--- src/rtl/scb_sched.sv ---
// Writeback scoreboard: tracks in-flight ops by destination register, counts down
// their latency, and grants completed results to the writeback port round-robin.
module scb_sched #(
    parameter int unsigned N_CELL  = 8,
    parameter int unsigned W_ident = 4,
    parameter int unsigned W_pip   = 1,
    parameter int unsigned W_PA_rx = 5,
    parameter int unsigned W_state = 7
) (
    input  logic               clk,
    input  logic               rst,
    input  logic               CFI_PC_clear,
    input  logic               iss_valid,
    output logic               iss_ready,
    input  logic [W_pip-1:0]   iss_pip,
    input  logic [W_PA_rx-1:0] iss_rd_a,
    input  logic [W_state-1:0] iss_lat,
    output logic               wb_valid,
    input  logic               wb_ready,
    output logic [W_pip-1:0]   wb_pip,
    output logic [W_PA_rx-1:0] wb_rd_a,
    output logic [W_ident-1:0] wb_ident,
    input  logic [W_PA_rx-1:0] hz_rs1_a,
    input  logic [W_PA_rx-1:0] hz_rs2_a,
    output logic               hz_rs1_busy,
    output logic               hz_rs2_busy,
    output logic               full,
    output logic               empty,
    output logic [W_ident-1:0] occ
);
    localparam int unsigned      IDX_W    = (N_CELL > 1) ? $clog2(N_CELL) : 1;
    localparam logic [IDX_W-1:0] LAST_IDX = IDX_W'(N_CELL - 1);

    typedef struct packed {
        logic [W_pip-1:0]   pip;
        logic [W_PA_rx-1:0] rd;
        logic [W_state-1:0] state;
    } entry_t;

    logic [N_CELL-1:0]  inuse_q, inuse_d;
    entry_t             ent_q [N_CELL];
    entry_t             ent_d [N_CELL];
    logic [IDX_W-1:0]   rr_ptr_q, rr_ptr_d;
    logic [W_ident-1:0] occ_q, occ_d;
    logic               full_q, full_d;
    logic               empty_q, empty_d;

    logic [N_CELL-1:0]  cand_c;
    logic               cand_any_c;
    logic [IDX_W-1:0]   gnt_idx_c;
    entry_t             gnt_ent_c;
    logic [IDX_W-1:0]   free_idx_c;
    logic               free_found_c;
    logic               waw_c;
    logic               iss_fire_c;
    logic               wb_fire_c;

    // Round-robin pick: first candidate at or above the pointer, else the lowest one below it.
    always_comb begin
        cand_c     = '0;
        cand_any_c = 1'b0;
        gnt_idx_c  = '0;
        for (int i = 0; i < N_CELL; i++) begin
            cand_c[i] = inuse_q[i] && (ent_q[i].state == '0);
        end
        for (int i = 0; i < N_CELL; i++) begin
            if (!cand_any_c && cand_c[i] && (IDX_W'(i) >= rr_ptr_q)) begin
                cand_any_c = 1'b1;
                gnt_idx_c  = IDX_W'(i);
            end
        end
        for (int i = 0; i < N_CELL; i++) begin
            if (!cand_any_c && cand_c[i]) begin
                cand_any_c = 1'b1;
                gnt_idx_c  = IDX_W'(i);
            end
        end
    end

    always_comb begin
        gnt_ent_c = '0;
        for (int i = 0; i < N_CELL; i++) begin
            if (IDX_W'(i) == gnt_idx_c) begin
                gnt_ent_c = ent_q[i];
            end
        end
    end

    // Lowest free slot, from registered occupancy only.
    always_comb begin
        free_found_c = 1'b0;
        free_idx_c   = '0;
        for (int i = 0; i < N_CELL; i++) begin
            if (!free_found_c && !inuse_q[i]) begin
                free_found_c = 1'b1;
                free_idx_c   = IDX_W'(i);
            end
        end
    end

    // Register 0 never conflicts.
    always_comb begin
        waw_c       = 1'b0;
        hz_rs1_busy = 1'b0;
        hz_rs2_busy = 1'b0;
        for (int i = 0; i < N_CELL; i++) begin
            if (inuse_q[i]) begin
                if ((iss_rd_a != '0) && (ent_q[i].rd == iss_rd_a)) begin
                    waw_c = 1'b1;
                end
                if ((hz_rs1_a != '0) && (ent_q[i].rd == hz_rs1_a)) begin
                    hz_rs1_busy = 1'b1;
                end
                if ((hz_rs2_a != '0) && (ent_q[i].rd == hz_rs2_a)) begin
                    hz_rs2_busy = 1'b1;
                end
            end
        end
    end

    assign iss_ready  = !full_q && !CFI_PC_clear && !waw_c;
    assign iss_fire_c = iss_valid && iss_ready;
    assign wb_valid   = cand_any_c && !CFI_PC_clear && !rst;
    assign wb_fire_c  = wb_valid && wb_ready;
    assign wb_pip     = wb_valid ? gnt_ent_c.pip : '0;
    assign wb_rd_a    = wb_valid ? gnt_ent_c.rd : '0;
    assign wb_ident   = wb_valid ? W_ident'(gnt_idx_c) : '0;
    assign occ        = occ_q;
    assign full       = full_q;
    assign empty      = empty_q;

    // Entry table next state: countdown, retire, allocate, then flush wins.
    always_comb begin
        inuse_d  = inuse_q;
        rr_ptr_d = rr_ptr_q;
        for (int i = 0; i < N_CELL; i++) begin
            ent_d[i] = ent_q[i];
            if (inuse_q[i] && (ent_q[i].state != '0)) begin
                ent_d[i].state = ent_q[i].state - W_state'(1);
            end
            if (wb_fire_c && (IDX_W'(i) == gnt_idx_c)) begin
                inuse_d[i] = 1'b0;
            end
            if (iss_fire_c && (IDX_W'(i) == free_idx_c)) begin
                inuse_d[i]     = 1'b1;
                ent_d[i].pip   = iss_pip;
                ent_d[i].rd    = iss_rd_a;
                ent_d[i].state = iss_lat;
            end
        end
        if (wb_fire_c) begin
            rr_ptr_d = (gnt_idx_c == LAST_IDX) ? '0 : gnt_idx_c + IDX_W'(1);
        end
        if (CFI_PC_clear) begin
            inuse_d = '0;
        end
    end

    always_comb begin
        occ_d = occ_q;
        if (CFI_PC_clear) begin
            occ_d = '0;
        end else if (iss_fire_c && !wb_fire_c) begin
            occ_d = occ_q + W_ident'(1);
        end else if (!iss_fire_c && wb_fire_c) begin
            occ_d = occ_q - W_ident'(1);
        end
        full_d  = (occ_d == W_ident'(N_CELL));
        empty_d = (occ_d == '0);
    end

    always_ff @(posedge clk) begin
        if (rst) begin
            inuse_q  <= '0;
            rr_ptr_q <= '0;
            occ_q    <= '0;
            full_q   <= 1'b0;
            empty_q  <= 1'b1;
            for (int i = 0; i < N_CELL; i++) begin
                ent_q[i] <= '0;
            end
        end else begin
            inuse_q  <= inuse_d;
            rr_ptr_q <= rr_ptr_d;
            occ_q    <= occ_d;
            full_q   <= full_d;
            empty_q  <= empty_d;
            for (int i = 0; i < N_CELL; i++) begin
                ent_q[i] <= ent_d[i];
            end
        end
    end

endmodule

--- config.mk ---
export PLATFORM = sky130hd
export DESIGN_NAME = scb_sched
export DESIGN_NICKNAME = d
export VERILOG_FILES = /design/src/rtl/scb_sched.sv
export SDC_FILE = /design/constraint.sdc
export NUM_CORES = 1
export LEC_CHECK = 0
export BUFFER_PORTS_ARGS = -buffer_cell sky130_fd_sc_hd__buf_2
export CORE_MARGIN = 2
export CORE_UTILIZATION = 60
export DETAILED_ROUTE_END_ITERATION = 8
export PLACE_DENSITY = 0.79
export SLEW_MARGIN = 20
export SYNTH_ARGS = -nofsm -noshare
export SYNTH_HDL_FRONTEND = slang
export SYNTH_SLANG_ARGS = --single-unit
--- constraint.sdc ---
create_clock -name clk -period 3.7 [get_ports clk]
set_input_delay 0.185 -clock clk [delete_from_list [all_inputs] [get_ports clk]]
set_output_delay 0.185 -clock clk [all_outputs]
set_load 0.02 [all_outputs]
==> results.yml <==
grt:
  grt_pass1_vias: 7125
  antenna_found_initial: 0
  grtUsageMet3_pct: 7.24
  grt_usage_pct: 30.8
  met2_usage_pct: 48.0
  grt_max_degree: 65
  gr-max-usage-layer: "met2"
  gr-usage-met1_pct: 40.0
  grt_overflow: 0
  grt_pass1_wl_mm: 36.1
setup_path:
  critPathBufInv: 5
  critPathKind: "register to output pin"
  cp_slowest_cell: "or3b_4"
  reg2reg_depth: 10
  crit_chain: "inv_2, ha_4, or3b_4, nor4_4, nand2b_1, nand2_2, nor2_4, and3_4, a221o_1, buf_4, ha_4, ha_2, inv_2, buf_4, o21ai_0, a211oi_2, buf_4"
  path_common_cell: "buf_4"
  start_kind: "register"
  worstPathArrival_ps: 3870
  r2r_end: "ent_q[0][49]"
  reg2reg_slack_ps: 570
  worst_r2r_startpoint: "ent_q[0][8]"
  cp_max_fo: 7
  critPathMaxStageDelay_ps: 390
  worstPathRequired_ps: 3510
  critPathTopFamily: "simple AND/OR/NAND/NOR gates"
  end_kind: "output pin"
cts:
  cts.path.max_buffers: 2
  cts_hold_buffers: 0
  clk_pin_slew_ps: 60
  ctsHtreeMaxLevel: 4
  insertion_delay_ps: 420
  cts_root_buf: "clkbuf_16"
  cts_tree: "done"
  cts_made_buffers: 17
  cts.sinks: 121
finish:
  final_area_sq_um: 9610
  layout-drive-gt1-share_pct: 18.9
  syn_to_final_growth_pct: 12.9
  final_nets: 1097
  nFillCells: 1065
  n_antenna_cell: 0
pwr:
  p_sw_mw: 0.768
  pwr-share-seq_pct: 39.9
  internal-power_mw: 2.57
  p_clk_share_pct: 52.1
  peakVddDrop_mv: 0.337
  pwr-share-comb_pct: 7.9
  switching_share_pct: 23.0
  powerDensity_nw_per_um2: 347
  power_leakage_nw: 4.17
floorplan:
  die_area_sq_um: 15200
  die_w_um: 123
  core_sq_um: 13900
  num_rows: 43
  ios: 48
  start_util_pct: 61.3
  die-height_um: 123
timing:
  min_period_ps: 4050
  worst_slack_ps: -350
  worst_slew_pin_slew_ps: 714
  drv_slew: 0
  grt_setup_unrepaired: "true"
  clock.fmax_mhz: 247
  skew_ps: 11.0
  min_period_over_period_pct: 109
  hold_viol: 0
  setup_viol: 6
  worst_slew_margin_rel_pct: 52.4
synthesis:
  async_flop_share_pct: 0
  synthesis.nets: 1072
  synth_seq_cells: 121
  ys_types: 71
  synth_area_sq_um: 8510
  ys.flop_type: "dfxtp_1"
  seq_area_frac_synth_pct: 28.4
  avgSynthCellArea_sq_um: 8.31
  synth_edf_count: 0
  yosys_warnings: 0
  syn_inst: 1025
placed_design:
  gp_congestion: 1.04
  post-place-ws_ps: -33.7
  numPortBuffers: 46
  place.detailed.hpwl_mm: 15.3
  place_area_sq_um: 8630
min_path:
  worstHoldStart: "CFI_PC_clear"
  min_path_cells: 3
  holdPathEnd: "empty"
  worstHoldPathType: "input port to register"
routing:
  dr.pass1.iters: 8
  wire_per_inst_um: 18.8
  drtIter0Drc: 817
  route.detailed.drc: 0
  ant_nets: 0
  viasPerCell: 6.12
  wl_mm: 23.3
  vias: 7611
run:
  drv_cap: 0
run_status:
  status: "complete, but fails checks"
  violations: "setup timing"
==> synth_stat cells, types with 19 or more instances <==
cell	n	share of area [%]
clkbuf_1	37	1.6
xor2_1	110	11
o21ai_0	27	1.6
xnor2_1	57	5.9
nor2_1	153	6.7
dfxtp_1	121	28
mux2i_1	93	11
inv_1	38	1.7
a21oi_1	29	1.7
nand2_1	52	2.3
nand3_1	33	1.9
ha_1	19	2.8
nor4_1	26	1.9
==> worst max-delay path by stage <==
stage          slack, ps  depth (start not counted)          to          from
4_1_cts             -140                         20      wb_pip  ent_q[1][27]
6_report            -350                         17      wb_pip  ent_q[1][26]
3_3_place_gp          50                         19  wb_rd_a[4]  ent_q[1][26]
3_5_place_dp         -30                         19  wb_rd_a[0]  ent_q[1][26]
5_1_grt             -530                         20  wb_rd_a[2]  ent_q[1][26]
2_1_floorplan         90                         16  wb_rd_a[4]  ent_q[1][26]
==> placed cells by master (no fill, tap or decap), types with 5 or more instances in the layout <==
master	instances
nand2_1	49
nand3_1	32
o21ai_0	25
buf_2	41
ha_4	6
clkbuf_16	17
nand2b_1	10
buf_4	61
a21oi_1	27
or4_1	11
nor3_1	17
dfxtp_1	119
a2111oi_2	5
a222oi_1	5
nand4_1	15
mux2i_1	93
o21ai_1	5
inv_2	6
clkinv_2	5
a211oi_1	13
and3_1	11
a211oi_2	12
nor4_1	25
nor2_1	152
ha_1	12
xor2_1	110
xnor2_1	57
inv_1	32
==> metrics by stage <==
step / hold WS (ps) / setup TNS, ps / util (%) / cells / total power, mW
floorplan: 337 / 0 / - / 1025 / 1.56
global placement: 479 / 0 / 62.2 / 1191 / 1.60
detailed placement: 488 / -45.4 / 62.2 / 1191 / 1.61
CTS: 112 / -501 / 67.9 / 1235 / 3.33
global route: 151 / -2820 / 69.2 / 1243 / 3.43
finish: 136 / -1840 / 69.2 / 1243 / 3.33
==> power groups by stage <==
| stage | Sequential (mW) | Combinational (mW) | Clock [mW] |
|---|---|---|---|
| floorplan | 1.35 | 0.205 | 0 |
| global placement | 1.36 | 0.244 | 0 |
| detailed placement | 1.36 | 0.248 | 0 |
| CTS | 1.33 | 0.255 | 1.75 |
| global route | 1.33 | 0.286 | 1.81 |
| finish | 1.33 | 0.264 | 1.74 |
==> worst min-delay path: cells and delay by family <==
kind / cells / cell delay (ps)
AOI/OAI and AO/OA: 1 / 80
buffers and inverters: 1 / 120
and+or+nand+nor: 1 / 130
==> final cells by class <==
type / instances / area [sq um] / area share (%)
Inverter: 38 / 143 / 1.48
Clock buffer: 23 / 468 / 4.87
Timing Repair Buffer: 104 / 689 / 7.17
Sequential cell: 121 / 2420 / 25.2
Tap cell: 180 / 225 / 2.34
Multi-Input combinational cell: 768 / 5520 / 57.4
Clock inverter: 9 / 145 / 1.51
==> sequential cells by signal (all words and copies together), names as in the netlist <==
register / flops
ent_q: 104
inuse_q: 8
occ: 4
rr_ptr_q: 3
empty: 1
full: 1
==> per-layer routing <==
layer  share of wire (%)  wire length [um]
met4                 3.9               918
met3                 8.8              2040
met1                  42              9690
met2                  46             10700
met5                   0                 0
==> cell families after synthesis <==
kind of cell             after synthesis  share of synthesized area [%]
adder cells (fa/ha/maj)               19                           2.79
AO/OA/AOI/OAI                        130                           11.0
AND/OR/NAND/NOR                      358                           20.5
other                                  1                         0.0440
multiplexers                          93                           10.9
XOR/XNOR                             167                           17.2
flip-flops                           121                           28.4
buffers and inverters                136                           9.10
==> repair_timing <==
item / in CTS / in global routing
gates resized for setup: 30 / 33
pin swaps: 16 / 26
endpoints found under the setup margin: 6 / 6
buffers inserted: 12 / 9
Power figures use the tool's default switching activity.
